$ cat src/rtl/uart_shift_reg.sv
// Serial/parallel shift register with a frame bit counter for the UART datapath.
// Loading par_in starts a TX frame; shifting from idle starts an RX frame.
// done pulses for one cycle after the DW-th shift of a frame.
module uart_shift_reg #(
   parameter int unsigned DW        = 8,
   parameter bit          LSB_FIRST = 1'b1,
   parameter logic        IDLE_VAL  = 1'b1
) (
   input  logic                     clk,
   input  logic                     rst,
   input  logic                     clr,
   input  logic                     load,
   input  logic                     enb,
   input  logic [DW-1:0]            par_in,
   input  logic                     ser_in,
   output logic                     ser_out,
   output logic [DW-1:0]            par_out,
   output logic [$clog2(DW+1)-1:0]  bit_cnt,
   output logic                     busy,
   output logic                     done
);

   localparam int unsigned CW      = $clog2(DW + 1);
   localparam int unsigned OUT_IDX = LSB_FIRST ? 0 : DW - 1;
   localparam logic [CW-1:0] LAST_BIT = CW'(DW - 1);

   logic [DW-1:0] data_q, data_d, shifted;
   logic [CW-1:0] cnt_q, cnt_d;
   logic          busy_q, busy_d;
   logic          done_q, done_d;

   // Shifted word: the new serial bit enters at the end opposite the outgoing bit.
   generate
      if (DW == 1) begin : g_single
         assign shifted = ser_in;
      end else if (LSB_FIRST) begin : g_lsb
         assign shifted = {ser_in, data_q[DW-1:1]};
      end else begin : g_msb
         assign shifted = {data_q[DW-2:0], ser_in};
      end
   endgenerate

   // Next state with priority clr > load > enb > hold.
   always_comb begin
      data_d = data_q;
      cnt_d  = cnt_q;
      busy_d = busy_q;
      done_d = 1'b0;
      if (clr) begin
         data_d = '0;
         cnt_d  = '0;
         busy_d = 1'b0;
      end else if (load) begin
         data_d = par_in;
         cnt_d  = '0;
         busy_d = 1'b1;
      end else if (enb) begin
         data_d = shifted;
         if (cnt_q == LAST_BIT) begin
            cnt_d  = '0;
            busy_d = 1'b0;
            done_d = 1'b1;
         end else begin
            cnt_d  = cnt_q + CW'(1);
            busy_d = 1'b1;
         end
      end
   end

   // State registers, cleared asynchronously.
   always_ff @(posedge clk or negedge rst) begin
      if (!rst) begin
         data_q <= '0;
         cnt_q  <= '0;
         busy_q <= 1'b0;
         done_q <= 1'b0;
      end else begin
         data_q <= data_d;
         cnt_q  <= cnt_d;
         busy_q <= busy_d;
         done_q <= done_d;
      end
   end

   // Serial line shows the outgoing bit during a frame, idle level otherwise.
   assign ser_out = busy_q ? data_q[OUT_IDX] : IDLE_VAL;
   assign par_out = data_q;
   assign bit_cnt = cnt_q;
   assign busy    = busy_q;
   assign done    = done_q;

endmodule

$ cat config.mk
export PLATFORM = sky130hd
export DESIGN_NAME = uart_shift_reg
export DESIGN_NICKNAME = d
export VERILOG_FILES = /design/src/rtl/uart_shift_reg.sv
export SDC_FILE = /design/constraint.sdc
export NUM_CORES = 1
export LEC_CHECK = 0
export ABC_CLOCK_PERIOD_IN_PS = 2150
export BUFFER_PORTS_ARGS = -buffer_cell sky130_fd_sc_hd__buf_2
export CAP_MARGIN = 30
export CORE_AREA = 4 4 44 46
export DETAILED_ROUTE_END_ITERATION = 8
export DIE_AREA = 0 0 48 50
export GPL_TIMING_DRIVEN = 0
export HOLD_SLACK_MARGIN = 0.15
export PLACE_DENSITY = 0.77
export SLEW_MARGIN = 20
export SYNTH_ARGS = -nofsm -noshare
export SYNTH_HDL_FRONTEND = slang
export SYNTH_SLANG_ARGS = --single-unit
export TNS_END_PERCENT = 100
$ cat constraint.sdc
create_clock -name clk -period 2.15 [get_ports clk]
set_input_delay 0.43 -clock clk [delete_from_list [all_inputs] [get_ports clk]]
set_output_delay 0.43 -clock clk [all_outputs]
set_load 0.01 [all_outputs]
==> Yosys cells after proc, flatten, opt, wreduce, memory -nomap -nowiden <==
Cells that the tools add are included.
{ "totals": {"register_bits": 14, "input_bits": 14, "output_inout_bits": 15, "wordCells": 23} }
{ "classes": {"n_addsub": 1, "eq_ne": 1, "n_mux": 16, "n_reduce_logical": 1} }
{ "ops": {"columns": ["cell", "n"], "rows": [
  ["two-way mux 8 bit", 3],
  ["two-way mux 4 bit", 4],
  ["two-way mux 1 bit", 9],
  ["adder 4 x 1 -> 4 bit (second input constant)", 1],
  ["== test 4 x 3 -> 1 bit (second input constant)", 1],
  ["nonzero test 3 bit", 1]
]} }

==> Logic depth before layout (Yosys ltp) <==
{ "depth": {"ltp_word": 5, "mapped_depth": 4, "ltp_nobuf": 3} }

==> Worst setup path before layout <==
No wires, ideal clock.
{ "synth_timing": {"path_type": "register to register", "start": "register cnt_q[0] (netlist: bit_cnt[0])", "end": "register busy_q (netlist: busy)", "setup_time_ns": 0.099, "arrival_ns": 1.109, "required_time_ns": 2.051, "setup_slack_ns": 0.941, "path_stages_with_launch": 4, "n_path_buf": 0, "synth_period_minus_slack_ns": 1.209, "path_cell_list": "dfrtp_1 ha_1 and3b_1 a311oi_1"} }
{ "synth_between": {"elab_chain_len": 5} }
{ "synth_lines": {"columns": ["element", "line", "text"], "rows": [
  ["start: declaration", "28", "logic [CW-1:0] cnt_q, cnt_d;"],
  ["start signal: assignment", "79", "cnt_q <= cnt_d;"],
  ["== test 4 x 3 -> 1 bit", "59", "if (cnt_q == LAST_BIT) begin"],
  ["two-way mux 1 bit", "59", null],
  ["two-way mux 1 bit", "57", "end else if (enb) begin"],
  ["two-way mux 1 bit", "53", "end else if (load) begin"],
  ["two-way mux 1 bit", "49", "if (clr) begin"],
  ["end signal: assignment", "80", "busy_q <= busy_d;"],
  ["end: declaration", "29", "logic busy_q, busy_d;"]
]} }
No other way between the ends. The select of a mux whose other input is x is not followed.
A chain may end at the register's enable or synchronous reset.

==> Worst setup path in the final report <==
{ "layout_timing": {"start": "register data_q[0] (netlist: par_out[0])", "end": "output port ser_out"} }
{ "layout_between": {"elab_chain_len": 1} }
{ "layout_lines": {"columns": ["element", "line", "text"], "rows": [
  ["start: declaration", "27", "logic [DW-1:0] data_q, data_d, shifted;"],
  ["start signal: assignment", "78", "data_q <= data_d;"],
  ["two-way mux 1 bit", "86", "assign ser_out = busy_q ? data_q[OUT_IDX] : IDLE_VAL;"],
  ["end: declaration", "16", "output logic ser_out,"]
]} }
No other way between the ends.

==> impl_metrics.csv <==
group,metric,value,unit
drt,drt-initial-drc-count,9,
layout,antenna_cells,0,
critical_path,r2r_slack,0.86,ns
floorplan,ios,29,
power_and_ir_drop,ir_drop,357,µV
synth,synth_warnings,0,
synth,synth_area,729,µm²
sta,rsz0062_at_grt,"false",
synth,ys_seq_area_share,48.0,%
cts,cts-root-buf,"clkbuf_4",
global_routing,track_usage,14.6,%
floorplan,die_area,0.00240,mm²
sta,relSlewSlack,71.0,%
cts,clock_sinks,14,
synth,synth_top_cell_by_area,"dfrtp_1",
outcome,outcome,"finished, final reports clean",
synth,ys_types,25,
layout,final_nets,111,
critical_path,crit_path_top_delay_cell,"dfrtp_1",
critical_path,slowest_delay,0.40,ns
cts,cts_resized,0,
floorplan,initial_core_util,48.4,%
critical_path,critPathArrivalTime,0.94,ns
layout,syn_to_final_growth,27.6,%
global_routing,grt_pass1_wl,2470,µm
hold_path,hold_depth,3,
cts,cts_max_level,1,
synth,ys_top_cells_by_area,"dfrtp_1, mux2i_1, a211oi_1, nor2b_1, buf_6",
critical_path,crit_chain,"nand2b_1, buf_2",
synth,synth.net_count,78,
global_routing,antenna_found_initial,0,
synth,synth_cells,63,
critical_path,critPathMaxFanout,3,
floorplan,coreArea,0.00151,mm²
drt,wl_per_cell,13.7,µm
placed_design,place_ws,0.844,ns
sta,worst_pin_slew,0.435,ns
drt,postRouteAntennaNets,0,
placed_design,place.gp.congestion,0.678,
critical_path,ff2ff_path_depth,3,
sta,slew_viol_final,0,
global_routing,overflow,0,
synth,synth_area_per_cell,11.6,µm²
sta,fin_crit_sh,63.9,%
synth,synth_top_area_share,48.0,%
cts,cts_hold_buf,1,
global_routing,grt_max_degree,15,
synth,synth_seq_cells,14,
critical_path,cp-start-kind,"flip-flop",
floorplan,die_w,48,µm
drt,vias,598,
critical_path,r2r-start,"bit_cnt[0]$_DFFE_PN0P_",
critical_path,crit_type,"flip-flop to output pin",
sta,setup_viol,0,
sta,fin_skew,0.00445,ns
drt,wl,1530,µm
drt,dr.pass1.iters,3,
floorplan,rows,14,
sta,finalHoldViolations,0,
cts,clockBufferDepth,2,
placed_design,dpl.hpwl,1110,µm
critical_path,critPathRequiredTime,1.72,ns
sta,hold_ws,0.429,ns
layout,drive_gt1_share,40.0,%
critical_path,end_kind,"output pin",
run,drv_cap,0,
hold_path,min_from,"par_in[0]",
sta,setup_tns,0,ns
hold_path,hold_path_class,"input port to flip-flop",
cts,cts_buffers,3,
cts,clkLatencyLatePin,0.28,ns
cts,cts_tree,"built",
global_routing,grt_pass1_vias,574,
drt,vias_per_cell,5.39,
cts,cts_setup_buffers,0,
critical_path,startpoint,"par_out[0]$_DFFE_PN0P_",
cts,path_clk_slew,0.09,ns
drt,route.detailed.drc,0,
critical_path,worstReg2RegEnd,"busy$_DFFE_PN0P_",
sta,setup_ws,0.775,ns
floorplan,fp.dieH,50,µm
power_and_ir_drop,power_density,612,mW/mm²
power_and_ir_drop,leakagePower,0.481,nW
sta,fmax,0.727,GHz
sta,min_period,1.37,ns
placed_design,portBuffers,27,
hold_path,hold_end,"par_out[0]$_DFFE_PN0P_",
power_and_ir_drop,power,570,µW
stage by stage:
step | instance area [µm²] | std cells | util [%]
floorplan | 729 | 63 | -
global placement | 885 | 106 | 58.7
detailed placement | 885 | 106 | 58.7
CTS | 931 | 111 | 61.8
global route | 931 | 111 | 61.8
finish | 931 | 111 | 61.8
power breakdown:
| part | leakage, nW | internal (mW) | switching, mW |
|---|---|---|---|
| logic | 0.275 | 0.0444 | 0.0473 |
| clock network | 0.0210 | 0.103 | 0.0883 |
| registers | 0.185 | 0.276 | 0.0104 |
cells in the final DEF (no fill, tap or decap):
cell type      count
and3b_1            1
clkbuf_1           1
a211oi_1           8
clkbuf_2           1
dlygate4sd3_1      1
buf_2             27
o22ai_2            1
nor3_1             1
mux2i_1            9
mux2_2             1
nand4_1            1
or4b_1             1
clkbuf_8           1
a21bo_2            1
nor4_1             1
buf_6              2
a311oi_1           1
or2_2              1
clkbuf_4           3
dfrtp_1           14
nand2b_1           2
and3_1             1
nor2b_1            8
nor3b_1            1
a21oi_1            1
nand3b_1           1
nor2_1             2
clkinv_1           1
ha_1               1
Yosys cell counts:
| cell type | n |
|---|---|
| nand3b_1 | 1 |
| dfrtp_1 | 14 |
| mux2i_1 | 9 |
| o22ai_2 | 1 |
| nor4_1 | 1 |
| buf_6 | 2 |
| nor2_1 | 2 |
| or2_2 | 1 |
| clkinv_1 | 1 |
| and3_1 | 1 |
| a311oi_1 | 1 |
| ha_1 | 1 |
| nor2b_1 | 8 |
| nand4_1 | 1 |
| a21oi_1 | 1 |
| and3b_1 | 1 |
| clkbuf_2 | 1 |
| nand2b_1 | 2 |
| a21bo_2 | 1 |
| nor3b_1 | 1 |
| a211oi_1 | 8 |
| nor3_1 | 1 |
| mux2_2 | 1 |
| or4b_1 | 1 |
| clkbuf_1 | 1 |
worst max-delay path by stage:
stage,slack [ns],end,depth (start not counted)
floorplan,0.94,busy$_DFFE_PN0P_,3
global placement,0.86,bit_cnt[0]$_DFFE_PN0P_,3
detailed placement,0.84,bit_cnt[0]$_DFFE_PN0P_,3
CTS,0.76,ser_out,2
global route,0.74,ser_out,2
finish,0.78,ser_out,2
registers in the layout, indices dropped and copies added (netlist names):
| name | count |
|---|---|
| bit_cnt | 4 |
| done | 1 |
| par_out | 8 |
| busy | 1 |
area by class of cell:
cell class | count | area [µm²]
Tap cell | 16 | 20.0
Buffer | 4 | 31.3
Multi-Input combinational cell | 44 | 344
Clock buffer | 4 | 36.3
Sequential cell | 14 | 350
Fill cell | 125 | 576
Inverter | 1 | 3.75
Timing Repair Buffer | 28 | 145
cell families (layout without fill, tap and decap cells):
| family | Yosys count | after routing | share of synthesized area, % |
|---|---|---|---|
| simple gates | 21 | 21 | 18.4 |
| flops | 14 | 14 | 48.0 |
| compound gates | 12 | 12 | 13.2 |
| mux | 10 | 10 | 13.9 |
| buf+inv | 5 | 37 | 4.80 |
| fa+ha+maj | 1 | 1 | 1.71 |
critical path: cells and delay by family (launching register included):
family / cells / cell delay [ns]
flops: 1 / 0.40
simple gates: 1 / 0.14
buf+inv: 1 / 0.13
per-layer routing:
metal  GRT usage, %  up-vias  part of all wire, %
met5              0        -                    0
met4           6.73        0                  1.9
met3           3.27        4                  4.8
met2           24.0       18                   50
met1           17.0      279                   43
li1               -      297                    -
(Power assumes the default switching activity.)
